### config.mk
export PLATFORM = sky130hd
export DESIGN_NAME = csi2_packet_builder
export DESIGN_NICKNAME = d
export VERILOG_FILES = /design/src/rtl/csi2_pkg.sv /design/src/rtl/csi2_crc16.sv /design/src/rtl/csi2_packet_builder.sv
export SDC_FILE = /design/constraint.sdc
export NUM_CORES = 1
export LEC_CHECK = 0
export BUFFER_PORTS_ARGS = -buffer_cell sky130_fd_sc_hd__buf_2
export CAP_MARGIN = 20
export CORE_MARGIN = 2
export CORE_UTILIZATION = 35
export CTS_BUF_LIST = sky130_fd_sc_hd__clkbuf_2
export DETAILED_ROUTE_END_ITERATION = 7
export SKIP_LAST_GASP = 1
export SYNTH_ARGS = -nofsm -noshare
export SYNTH_HDL_FRONTEND = slang
export SYNTH_SLANG_ARGS = --single-unit
### constraint.sdc
create_clock -name clk -period 3.91 [get_ports clk]
set_clock_uncertainty 0.15 [all_clocks]
set_input_delay 0.782 -clock clk [delete_from_list [all_inputs] [get_ports clk]]
set_output_delay 0.782 -clock clk [all_outputs]
set_load 0.005 [all_outputs]
### src/rtl/csi2_pkg.sv
// Shared CSI-2 low-level protocol definitions: data types, header ECC,
// payload CRC-16 and the packet builder state encoding.
package csi2_pkg;

    localparam logic [5:0]  DT_FS           = 6'h00;
    localparam logic [5:0]  DT_FE           = 6'h01;
    localparam logic [5:0]  DT_RAW8         = 6'h2A;
    localparam logic [5:0]  DT_RAW10        = 6'h2B;
    localparam logic [5:0]  LONG_DT_MIN_DEF = 6'h10;

    localparam logic [15:0] CRC_POLY        = 16'h8408;
    localparam logic [15:0] CRC_INIT_DEF    = 16'hFFFF;

    typedef struct packed {
        logic [7:0]  di;
        logic [15:0] wc;
    } hdr_t;

    typedef enum logic [2:0] {
        ST_IDLE,
        ST_H_DI,
        ST_H_WCL,
        ST_H_WCH,
        ST_H_ECC,
        ST_PAY,
        ST_F_CRCL,
        ST_F_CRCH
    } state_e;

    // Hamming parity over D[23:0] = {WC, DI}; top two ECC bits are always zero
    function automatic logic [7:0] csi2_ecc(input logic [23:0] d);
        logic [7:0] e;
        e    = '0;
        e[0] = d[0]  ^ d[1]  ^ d[2]  ^ d[4]  ^ d[5]  ^ d[7]  ^ d[10] ^ d[11] ^ d[13] ^ d[16] ^ d[20] ^ d[21] ^ d[22] ^ d[23];
        e[1] = d[0]  ^ d[1]  ^ d[3]  ^ d[4]  ^ d[6]  ^ d[8]  ^ d[10] ^ d[12] ^ d[14] ^ d[17] ^ d[20] ^ d[21] ^ d[22] ^ d[23];
        e[2] = d[0]  ^ d[2]  ^ d[3]  ^ d[5]  ^ d[6]  ^ d[9]  ^ d[11] ^ d[12] ^ d[15] ^ d[18] ^ d[20] ^ d[21] ^ d[22];
        e[3] = d[1]  ^ d[2]  ^ d[3]  ^ d[7]  ^ d[8]  ^ d[9]  ^ d[13] ^ d[14] ^ d[15] ^ d[19] ^ d[20] ^ d[21] ^ d[23];
        e[4] = d[4]  ^ d[5]  ^ d[6]  ^ d[7]  ^ d[8]  ^ d[9]  ^ d[16] ^ d[17] ^ d[18] ^ d[19] ^ d[20] ^ d[22] ^ d[23];
        e[5] = d[10] ^ d[11] ^ d[12] ^ d[13] ^ d[14] ^ d[15] ^ d[16] ^ d[17] ^ d[18] ^ d[19] ^ d[21] ^ d[22] ^ d[23];
        return e;
    endfunction

    // Reflected CRC-16 step, byte consumed LSB first
    function automatic logic [15:0] crc16_byte(input logic [15:0] crc, input logic [7:0] data);
        logic [15:0] c;
        c = crc;
        for (int i = 0; i < 8; i++) begin
            c = (c[0] ^ data[i]) ? ((c >> 1) ^ CRC_POLY) : (c >> 1);
        end
        return c;
    endfunction

endpackage

### src/rtl/csi2_crc16.sv
// Byte-wise CRC-16 register; init has priority over en. Shared with the receive path.
module csi2_crc16
    import csi2_pkg::*;
#(
    parameter logic [15:0] INIT = CRC_INIT_DEF
) (
    input  logic        clk,
    input  logic        rst,
    input  logic        init,
    input  logic        en,
    input  logic [7:0]  data,
    output logic [15:0] crc
);

    logic [15:0] crc_q;
    logic [15:0] crc_d;

    always_comb begin
        crc_d = crc_q;
        if (init) begin
            crc_d = INIT;
        end else if (en) begin
            crc_d = crc16_byte(crc_q, data);
        end
    end

    always_ff @(posedge clk or posedge rst) begin
        if (rst) begin
            crc_q <= INIT;
        end else begin
            crc_q <= crc_d;
        end
    end

    assign crc = crc_q;

endmodule

### src/rtl/csi2_packet_builder.sv
// CSI-2 transmit packet builder: serializes header, pass-through payload and
// CRC footer into a single byte stream with SOP/EOP framing.
module csi2_packet_builder
    import csi2_pkg::*;
#(
    parameter logic [15:0] CRC_INIT    = CRC_INIT_DEF,
    parameter logic [5:0]  LONG_DT_MIN = LONG_DT_MIN_DEF
) (
    input  logic        clk,
    input  logic        reset,
    input  logic        cmd_valid,
    output logic        cmd_ready,
    input  logic [7:0]  cmd_di,
    input  logic [15:0] cmd_wc,
    input  logic        pay_valid,
    output logic        pay_ready,
    input  logic [7:0]  pay_data,
    output logic        out_valid,
    input  logic        out_ready,
    output logic [7:0]  out_data,
    output logic        out_sop,
    output logic        out_eop,
    output logic        busy
);

    state_e      state_q;
    hdr_t        hdr_q;
    logic [7:0]  ecc_q;
    logic        long_q;
    logic [15:0] cnt_q;
    logic        cmd_ready_q;
    logic [15:0] crc;

    logic cmd_acc;
    logic pay_xfer;

    assign cmd_acc  = cmd_valid && cmd_ready_q;
    assign pay_xfer = (state_q == ST_PAY) && pay_valid && out_ready;

    csi2_crc16 #(.INIT(CRC_INIT)) u_crc (
        .clk  (clk),
        .rst  (reset),
        .init (cmd_acc),
        .en   (pay_xfer),
        .data (pay_data),
        .crc  (crc)
    );

    // cmd_ready is a flop so it stays low through reset and rises one edge later
    always_ff @(posedge clk or posedge reset) begin
        if (reset) begin
            state_q     <= ST_IDLE;
            hdr_q       <= '0;
            ecc_q       <= '0;
            long_q      <= 1'b0;
            cnt_q       <= '0;
            cmd_ready_q <= 1'b0;
        end else begin
            case (state_q)
                ST_IDLE: begin
                    cmd_ready_q <= ~cmd_acc;
                    if (cmd_acc) begin
                        hdr_q   <= '{di: cmd_di, wc: cmd_wc};
                        ecc_q   <= csi2_ecc({cmd_wc, cmd_di});
                        long_q  <= (cmd_di[5:0] >= LONG_DT_MIN);
                        cnt_q   <= cmd_wc;
                        state_q <= ST_H_DI;
                    end
                end
                ST_H_DI:  if (out_ready) state_q <= ST_H_WCL;
                ST_H_WCL: if (out_ready) state_q <= ST_H_WCH;
                ST_H_WCH: if (out_ready) state_q <= ST_H_ECC;
                ST_H_ECC: begin
                    if (out_ready) begin
                        if (!long_q) begin
                            state_q     <= ST_IDLE;
                            cmd_ready_q <= 1'b1;
                        end else if (cnt_q == 16'd0) begin
                            state_q <= ST_F_CRCL;
                        end else begin
                            state_q <= ST_PAY;
                        end
                    end
                end
                ST_PAY: begin
                    if (pay_xfer) begin
                        cnt_q <= cnt_q - 16'd1;
                        if (cnt_q == 16'd1) state_q <= ST_F_CRCL;
                    end
                end
                ST_F_CRCL: if (out_ready) state_q <= ST_F_CRCH;
                ST_F_CRCH: begin
                    if (out_ready) begin
                        state_q     <= ST_IDLE;
                        cmd_ready_q <= 1'b1;
                    end
                end
                default: state_q <= ST_IDLE;
            endcase
        end
    end

    // Byte mux; everything is forced to zero whenever no byte is presented
    always_comb begin
        out_valid = 1'b0;
        out_data  = 8'h00;
        out_sop   = 1'b0;
        out_eop   = 1'b0;
        pay_ready = 1'b0;
        case (state_q)
            ST_H_DI: begin
                out_valid = 1'b1;
                out_data  = hdr_q.di;
                out_sop   = 1'b1;
            end
            ST_H_WCL: begin
                out_valid = 1'b1;
                out_data  = hdr_q.wc[7:0];
            end
            ST_H_WCH: begin
                out_valid = 1'b1;
                out_data  = hdr_q.wc[15:8];
            end
            ST_H_ECC: begin
                out_valid = 1'b1;
                out_data  = ecc_q;
                out_eop   = ~long_q;
            end
            ST_PAY: begin
                pay_ready = out_ready;
                out_valid = pay_valid;
                out_data  = pay_valid ? pay_data : 8'h00;
            end
            ST_F_CRCL: begin
                out_valid = 1'b1;
                out_data  = crc[7:0];
            end
            ST_F_CRCH: begin
                out_valid = 1'b1;
                out_data  = crc[15:8];
                out_eop   = 1'b1;
            end
            default: ;
        endcase
    end

    assign cmd_ready = cmd_ready_q;
    assign busy      = (state_q != ST_IDLE);

endmodule

==> flow_summary.yaml <==
outcome:
  outcome: "finished clean"
worst_setup_path:
  slowest_delay_ps: 750
  path_cells: "clkinv_1 > nor2_1 > a22oi_1 > nor2_1 > a221o_1 > buf_2"
  cp.buffers_inverters: 2
  crit_path_start_kind: "flip-flop"
  cp_max_fo: 20
  cpMaxStageDelayCell: "dfrtp_1"
  cp_common_cell: "nor2_1"
  critPathTopFamily: "flip-flops"
  critPathKind: "flip-flop to primary output"
  end_kind: "primary output"
  required_ps: 2980
  rrSetupSlack_ps: 1290
  cp.arrival_ps: 2600
sta:
  final.setup.tns_ps: 0
  max_slew.worst_pin.slew_ps: 708
  hold_viol: 0
  rsz0062_at_grt: "false"
  setup_viol: 0
  holdWs_ps: 107
  fmax_ghz: 0.284
  drv_slew: 0
  maxSlewHeadroom: 0.527
  finalCritPeriodShare: 0.902
  fin_crit_ps: 3530
drt:
  dr.pass1.iters: 5
  drc: 0
  drtIter0Drc: 273
  antenna_left: 0
  routed_wl_um: 11600
  routedWlPerCell_um: 17.3
  vias_per_cell: 5.40
  vias: 3604
floorplan:
  rows: 39
  die_h_um: 113
  dieArea_um2: 12900
  die-width_um: 113
  core_um2: 11600
  initial_core_util: 0.363
  num_io_pins: 51
place:
  port_buffers: 50
  gp_congestion: 0.889
  dp_hpwl_um: 8760
  placed_cells: 652
clocking:
  clock_latency_ps: 570
  clk_pin_slew_worst_paths_ps: 230
  tritoncts: "yes"
  cts_setup_buffers: 0
  cts_made_buffers: 9
  ctsHtreeMaxLevel: 3
  postCtsResizedCells: 0
  cts_buffer_depth: 2
  cts-root-buf: "clkbuf_2"
  clock_sinks: 67
  hold_buffers: 0
power_and_ir_drop:
  cellPowerDensity_nw_per_um2: 669
  p_leak_nw: 2.08
  irDropWorstVdd_mv: 0.213
grt:
  antenna_found_initial: 0
  grt_usage: 0.193
  grt.overflow.total: 0
  grt_pass1_vias: 3578
  grt_max_degree: 38
  grt_pass1_wl_um: 19300
yosys:
  synth-seq-cells: 67
  synth-async-reset-ratio: 1.00
  yosysWarningCount: 0
  syn-cell-area_um2: 4190
  yosys.area.top_type: "dfrtp_1"
  yosysTopAreaCellShare: 0.304
  synth_edf_count: 0
  yosys_most_used_dff: "dfrtp_1"
  avgSynthCellArea_um2: 8.72
  seq_area_frac_synth: 0.405
  synth.distinct_cells: 50
  syn_nets: 521
  synthTopCellsByArea: "dfrtp_1 30%, xnor2_1 10%, nand2_1 10%"
  netlist_instances: 481
worst_hold_path:
  hp-class: "input pin to async pin"
run:
  cap_violations: 0
final_layout:
  final_cells: 668
  diodes: 0
  utilization: 0.405
  drive_gt1_frac: 0.190
  nets: 560
  final_common_cell: "nand2_1"
  layout_common_cells: "114 x nand2_1, 51 x dfrtp_1, 50 x buf_2"
  syn_to_final_growth_pct: 11.7
==> sequential cells by signal, summed over array words and instances, names as in the netlist <==
name,count
u_crc.crc,16
long_q,1
ecc_q,6
state_q,3
hdr_q,24
cnt_q,16
cmd_ready,1
==> cells in the mapped netlist, drive strengths merged (4+ instances only) <==
| master | n |
|---|---|
| xnor2 | 49 |
| inv | 6 |
| nand3 | 9 |
| a21oi | 25 |
| nor3 | 8 |
| o22ai | 5 |
| nor2 | 23 |
| xor2 | 19 |
| buf | 7 |
| and2 | 4 |
| mux2i | 7 |
| o21ai | 37 |
| a22oi | 11 |
| dfrtp | 51 |
| dfstp | 16 |
| o211ai | 16 |
| mux2 | 4 |
| nand2 | 114 |
| clkbuf | 23 |
==> cell type report <==
| class | instances | area (um^2) |
|---|---|---|
| well taps | 143 | 179 |
| repair buffers | 58 | 310 |
| multi-input cells | 377 | 2330 |
| clock inverters | 7 | 100 |
| flip-flops and latches | 67 | 1700 |
| clock buffers | 9 | 45.0 |
| fillers | 1155 | 6880 |
| inverters | 7 | 26.3 |
==> through the flow <==
stage                     setup slack (ps)  power, mW  cell area, um^2
after global placement                1110       2.59             4540
final                                  383       3.13             4680
after CTS                              399       3.14             4680
after detailed placement              1070       2.63             4540
after global routing                   204       3.39             4680
after floorplan                       1320       2.21             4190
==> final timing paths <==
check / cells after the start / end / startpoint
max in group asynchronous: 3 / u_crc.crc[4] / reset
worst max register to register: 6 / cnt_q[15] / state_q[2]
min in group clk: 3 / hdr_q[23] / cmd_di[7]
worst max-delay path: 6 / out_data[5] / state_q[0]
worst min register to register: 2 / hdr_q[6] / hdr_q[6]
worst min-delay path: 2 / hdr_q[18] / reset
==> logic make-up after synthesis <==
logic type | share of synthesized area
compound gates | 0.175
xor+xnor | 0.158
fa+ha+maj | 0.00895
buf+inv | 0.0403
flops | 0.405
mux | 0.0382
simple gates | 0.175
==> power by group <==
group / internal [mW] / switching [mW] / total (mW)
clock: 0.215 / 0.296 / 0.511
sequential: 0.958 / 0.273 / 1.23
combinational: 0.614 / 0.776 / 1.39
==> per-layer routing <==
| metal | up-vias | track usage | part of all wire |
|---|---|---|---|
| li1 | 1737 | - | - |
| met1 | 1721 | 0.283 | 0.48 |
| met2 | 129 | 0.286 | 0.44 |
| met3 | 17 | 0.0383 | 0.059 |
| met4 | 0 | 0.0626 | 0.017 |
| met5 | - | 0 | 0 |
==> worst register-to-register path: stages, from the launching register on <==
cell       delay (ps)
dfrtp_1           580
buf_4             270
or3_1             420
or2_1             330
nand2_1           410
o21ai_0           190
o2bb2ai_1         160
No activity file was read; power rests on OpenSTA's default activity.
